===== config.mk =====
export PLATFORM = sky130hd
export DESIGN_NAME = led_status_ctrl
export DESIGN_NICKNAME = d
export VERILOG_FILES = /design/src/rtl/led_status_ctrl.sv
export SDC_FILE = /design/constraint.sdc
export NUM_CORES = 1
export LEC_CHECK = 0
export CORE_MARGIN = 2
export CORE_UTILIZATION = 54
export DETAILED_ROUTE_END_ITERATION = 10
export PLACE_DENSITY = 0.82
export SYNTH_ARGS = -nofsm -noshare
export SYNTH_HDL_FRONTEND = slang
export SYNTH_SLANG_ARGS = --single-unit

===== constraint.sdc =====
create_clock -name clk -period 3 [get_ports clk]
set_input_delay 0.6 -clock clk [delete_from_list [all_inputs] [get_ports clk]]
set_output_delay 0.6 -clock clk [all_outputs]
set_load 0.02 [all_outputs]

===== src/rtl/led_status_ctrl.sv =====
// LED status controller: turns a controller FSM state code into an LED
// display (one-hot, binary, bar graph or blank). A transition flash shows
// all display LEDs lit for a short time after each state change. The error
// state blinks its pattern. The top LED holds a sticky error flag until the
// error is acknowledged.
module led_status_ctrl #(
  parameter int unsigned N_LEDS     = 8,
  parameter int unsigned STATE_W    = 4,
  parameter int unsigned ERR_STATE  = 6,
  parameter int unsigned BLINK_HALF = 12_500_000,
  parameter int unsigned FLASH_CYC  = 2_500_000
) (
  input  logic               clk,
  input  logic               rst,
  input  logic [STATE_W-1:0] state,
  input  logic [1:0]         mode,
  input  logic               err_clr,
  output logic [N_LEDS-1:0]  leds,
  output logic               err_sticky
);

  // Display field width: every LED except the top one, which shows the sticky error.
  localparam int unsigned L       = N_LEDS - 1;
  localparam int unsigned BLINK_W = (BLINK_HALF > 2) ? $clog2(BLINK_HALF) : 1;
  localparam int unsigned FLASH_W = $clog2(FLASH_CYC + 1);

  localparam logic [1:0] MODE_ONEHOT = 2'd0;
  localparam logic [1:0] MODE_BINARY = 2'd1;
  localparam logic [1:0] MODE_BAR    = 2'd2;
  localparam logic [1:0] MODE_BLANK  = 2'd3;

  // Reject parameter values outside their legal ranges at elaboration time.
  if (N_LEDS < 4 || N_LEDS > 16) begin : g_bad_nleds
    $error("led_status_ctrl: N_LEDS must be 4..16");
  end
  if (BLINK_HALF < 2) begin : g_bad_blink
    $error("led_status_ctrl: BLINK_HALF must be >= 2");
  end
  if (FLASH_CYC < 1) begin : g_bad_flash
    $error("led_status_ctrl: FLASH_CYC must be >= 1");
  end

  logic [STATE_W-1:0] state_q;
  logic [STATE_W-1:0] prev_q;
  logic [BLINK_W-1:0] blink_cnt_q, blink_cnt_d;
  logic               blink_phase_q, blink_phase_d;
  logic [FLASH_W-1:0] flash_cnt_q, flash_cnt_d;
  logic               err_q, err_d;
  logic [N_LEDS-1:0]  leds_q, leds_d;

  logic               in_err_c;
  logic               trans_c;
  logic [L-1:0]       base_c;
  logic [L-1:0]       field_c;

  assign in_err_c = (state_q == STATE_W'(ERR_STATE));
  assign trans_c  = (state_q != prev_q);

  // Free-running blink timebase; phase toggles at every wrap.
  always_comb begin
    blink_cnt_d   = blink_cnt_q + BLINK_W'(1);
    blink_phase_d = blink_phase_q;
    if (blink_cnt_q == BLINK_W'(BLINK_HALF - 1)) begin
      blink_cnt_d   = '0;
      blink_phase_d = ~blink_phase_q;
    end
  end

  // Flash counter: reload on a state change, otherwise count down to zero and stay there.
  always_comb begin
    flash_cnt_d = flash_cnt_q;
    if (trans_c) begin
      flash_cnt_d = FLASH_W'(FLASH_CYC);
    end else if (flash_cnt_q != '0) begin
      flash_cnt_d = flash_cnt_q - FLASH_W'(1);
    end
  end

  // Sticky error: set while in the error state, cleared on request otherwise.
  always_comb begin
    err_d = err_q;
    if (in_err_c) begin
      err_d = 1'b1;
    end else if (err_clr) begin
      err_d = 1'b0;
    end
  end

  // Base display pattern from the registered state and the current mode.
  always_comb begin
    int st;
    st     = int'(state_q);
    base_c = '0;
    case (mode)
      MODE_ONEHOT: begin
        for (int i = 0; i < int'(L); i++) begin
          base_c[i] = (st == i);
        end
      end
      MODE_BINARY: begin
        base_c = L'(state_q);
      end
      MODE_BAR: begin
        for (int i = 0; i < int'(L); i++) begin
          base_c[i] = (st > i);
        end
      end
      MODE_BLANK: begin
        base_c = '0;
      end
      default: begin
        base_c = '0;
      end
    endcase
  end

  // Display field priority: error blink, then transition flash, then base pattern.
  // The flash decision uses the counter's next value so a flash spans exactly
  // FLASH_CYC LED updates starting with the first update after the change.
  always_comb begin
    field_c = base_c;
    if (in_err_c) begin
      field_c = base_c & {L{blink_phase_q}};
    end else if (flash_cnt_d != '0) begin
      field_c = '1;
    end
    leds_d = {err_d, field_c};
  end

  // State, timers, sticky error and LED drive registers.
  always_ff @(posedge clk or posedge rst) begin
    if (rst) begin
      state_q       <= '0;
      prev_q        <= '0;
      blink_cnt_q   <= '0;
      blink_phase_q <= 1'b1;
      flash_cnt_q   <= '0;
      err_q         <= 1'b0;
      leds_q        <= '0;
    end else begin
      state_q       <= state;
      prev_q        <= state_q;
      blink_cnt_q   <= blink_cnt_d;
      blink_phase_q <= blink_phase_d;
      flash_cnt_q   <= flash_cnt_d;
      err_q         <= err_d;
      leds_q        <= leds_d;
    end
  end

  assign leds       = leds_q;
  assign err_sticky = err_q;

endmodule


==> run_results.csv <==
group,metric,value,unit
timing,finalMaxSlewViolations,0,
route,postRouteAntennaNets,0,
floorplan,floorplan.die.width,82.2,um
synthesis,synth-adder-area-share,0.757,%
placed_design,finalWeightedCongestion,0.879,
route,drtIter0Drc,224,
floorplan,std_cell_rows,28,
placed_design,placement.cell_area,0.00371,sq mm
synthesis,number_of_standard_cells_after_synthesis,343,
timing,final-setup-viol-count,7,
timing,tightest_slew,0.684,ns
cells_and_area,stdcell_area,0.00410,sq mm
route,wirelength,7740,um
synthesis,synth_largest_type_area_fraction,46.9,%
clock_tree,tritoncts,"built",
route,vias,2772,
synthesis,synth.mux.area_fraction,1.82,%
timing,finalClockSkew,0.00917,ns
timing,final_hold_viols,0,
synthesis,postSynth.topFlopCell,"dfrtp_1",
clock_tree,cts_made_buffers,9,
placed_design,dp_slack,-0.0530,ns
floorplan,ioPinCount,18,
synthesis,synth_fp_nets,354,
worst_setup_path,worstSetupPathType,"flip-flop to flip-flop",
synthesis,synth_top_family_by_area,"simple AND/OR/NAND/NOR gates",
clock_tree,tritoncts_num_sinks,63,
synthesis,synth-warning-count,0,
route,vias_per_cell,5.86,
power,total_power,1.91,mW
route,remaining_drc_errors,0,
clock_tree,cts_root_buffer,"clkbuf_8",
global_route,first_pass_grt_wire_length,11600,um
min_path,holdCritPathClass,"flip-flop to flip-flop",
worst_setup_path,max_fo_critical_path,6,
synthesis,synth.ff_latch_count,63,
worst_setup_path,critical_path_required,3.22,ns
power,power.static_leakage,1.70,nW
cells_and_area,final_net_count,404,
cells_and_area,final_common_cell,"dfrtp_1",
clock_tree,cts_hold_buffers,0,
worst_setup_path,arrival,3.27,ns
timing,layout_setup_ws,-0.0571,ns
global_route,grt_max_degree,27,
timing,grt_setup_unrepaired,"true",
run_status,violated_checks,"negative setup slack",
global_route,grt_antenna_before_repair,0,
placed_design,hpwl_after_detailed_placement,5110,um
global_route,globalRouteMet2Util,36.8,%
run_status,outcome,"finished with violations",
cells_and_area,fraction_of_layout_instances_using_a_drive_strength_above_1,18.8,%
synthesis,post_synth.cell_area_avg,9.64,sq um
floorplan,die_h,82.2,um
global_route,vias_in_the_first_global_route,2486,
cells_and_area,layout.core_utilization,69.3,%
placed_design,io_buffer_count,17,
worst_setup_path,crit_path_end_kind,"flip-flop",
timing,finalCritPeriodShare,102,%
timing,final_worst_path_period_need,3.06,ns
synthesis,syn-cell-area,0.00331,sq mm
synthesis,synth_sequential_area_ratio,47.7,%
cells_and_area,synthToLayoutAreaGrowth,24.0,%
synthesis,edff_count_synth,0,
power,vdd_drop_max,0.000263,V
synthesis,synth_compound_area_share,11.5,%
power,cellPowerDensity,466,mW/mm^2
global_route,grt_use_met3,6.41,%
global_route,grt_overflow,0,
global_route,grt_use_met1,30.0,%
cells_and_area,antenna_cells,0,
synthesis,synthSimpleGateAreaFrac,24.8,%
synthesis,synth_area_leaders,"dfrtp_1 47%, xnor2_1 5.3%, nor2_1 5.1%",
timing,fin_tns_setup,-0.271,ns
route,firstDrtPassIters,5,
job,drv.max_cap_violation_count,0,
synthesis,async_flop_share,100,%
timing,max_clock_freq,327,MHz
floorplan,die_area,0.00676,sq mm
global_route,grt_busiest_layer,"met2",
clock_tree,clock_latency_on_the_worst_skew_pair,0.34,ns
global_route,total_global_route_track_usage,23.1,%
synthesis,synth_xor_xnor_area_share,10.1,%
clock_tree,clk_pin_slew,0.07,ns
synthesis,synth_top_cell_by_area,"dfrtp_1",
route,post_drt_wl_per_cell,16.4,um
clock_tree,deepest_clock_path_buffer_count,2,
cells_and_area,mostFrequentLayoutCells,"62 x dfrtp_1, 45 x nor2_1, 36 x buf_4",
floorplan,start_util,55.8,%
clock_tree,htreeDepth,3,
timing,slew-limit-headroom,54.0,%
worst_setup_path,critical_path_launch_point_type,"flip-flop",
floorplan,design.core.area,0.00592,sq mm
synthesis,post_synth_num_cell_types,50,
stage by stage:
step                      hold WS, ns  instances
after CTS                       0.503        462
after detailed placement        0.490        446
final                           0.499        473
after global routing            0.524        473
after global placement          0.475        446
after floorplan                 0.352        343
area by class of cell:
class | instances | area (sq um)
Fill cell | 398 | 1820
Multi-Input combinational cell | 254 | 1700
Sequential cell | 63 | 1580
Timing Repair Buffer | 55 | 463
Clock buffer | 13 | 159
Tap cell | 75 | 93.8
Clock inverter | 3 | 65.1
Inverter | 10 | 37.5
per-layer routing:
metal	share of wire, %	vias to the layer above	routed length [um]
met3	4.9	21	376
li1	-	1316	-
met1	44	1336	3410
met5	0	-	0
met2	49	99	3770
met4	2.3	0	181
report_power, final:
part	switching, mW	internal, mW
clock network	0.324	0.513
registers	0.0162	0.862
logic	0.103	0.0931
total	0.443	1.47
Yosys cell counts (5+ instances only):
master,instances
nor2_1,45
nor3_1,12
dfrtp_1,62
o21ai_0,16
nor4_1,9
or3_1,8
o31a_1,7
nand3_1,14
nand2_1,32
xnor2_1,20
mux2i_1,6
a21oi_1,9
clkbuf_1,13
inv_1,10
and2_1,6
xor2_1,18
or4_1,5
worst paths after layout:
path | start | endpoint | slack (ns) | depth (start not counted)
max reg2reg | flash_cnt_q[0]$_DFF_PP0_ | leds[3]$_DFF_PP0_ | -0.06 | 11
max in group asynchronous | rst | blink_phase_q$_DFFE_PP1N_ | 1.69 | 3
min | blink_cnt_q[6]$_DFF_PP0_ | blink_cnt_q[6]$_DFF_PP0_ | 0.50 | 1
max | flash_cnt_q[0]$_DFF_PP0_ | leds[3]$_DFF_PP0_ | -0.06 | 11
min in group asynchronous | rst | state_q[3]$_DFF_PP0_ | 0.57 | 2
min reg2reg | blink_cnt_q[6]$_DFF_PP0_ | blink_cnt_q[6]$_DFF_PP0_ | 0.50 | 1
timing repair:
item,in CTS,in global routing
gates resized for setup,4,15
pin swaps,1,19
endpoints found under the setup margin,7,7
setup buffers,0,11
critical path: stages (launching register included):
cell and delay, ns:
dfrtp_1 0.41, inv_2 0.08, ha_4 0.14, or4b_4 0.50, buf_6 0.15, nor4_4 0.34, buf_4 0.20, nand2_4 0.08
nand3b_1 0.17, xor2_2 0.23, nand4_1 0.26, o31a_1 0.36
state kept, by name (all words and copies together) (netlist names):
register / flops
blink_cnt_q: 24
state_q: 4
flash_cnt_q: 22
prev_q: 4
err_sticky: 1
leds: 7
blink_phase_q: 1
logic make-up (layout without fill, tap and decap cells):
logic type,count (synthesis),after routing
AND/OR/NAND/NOR,155,155
XOR/XNOR,38,38
AO/OA/AOI/OAI,53,53
adder cells (fa/ha/maj),2,2
multiplexers,6,6
flip-flops,63,63
buffers and inverters,26,81
Note: power is estimated with default switching activity, not from simulation.
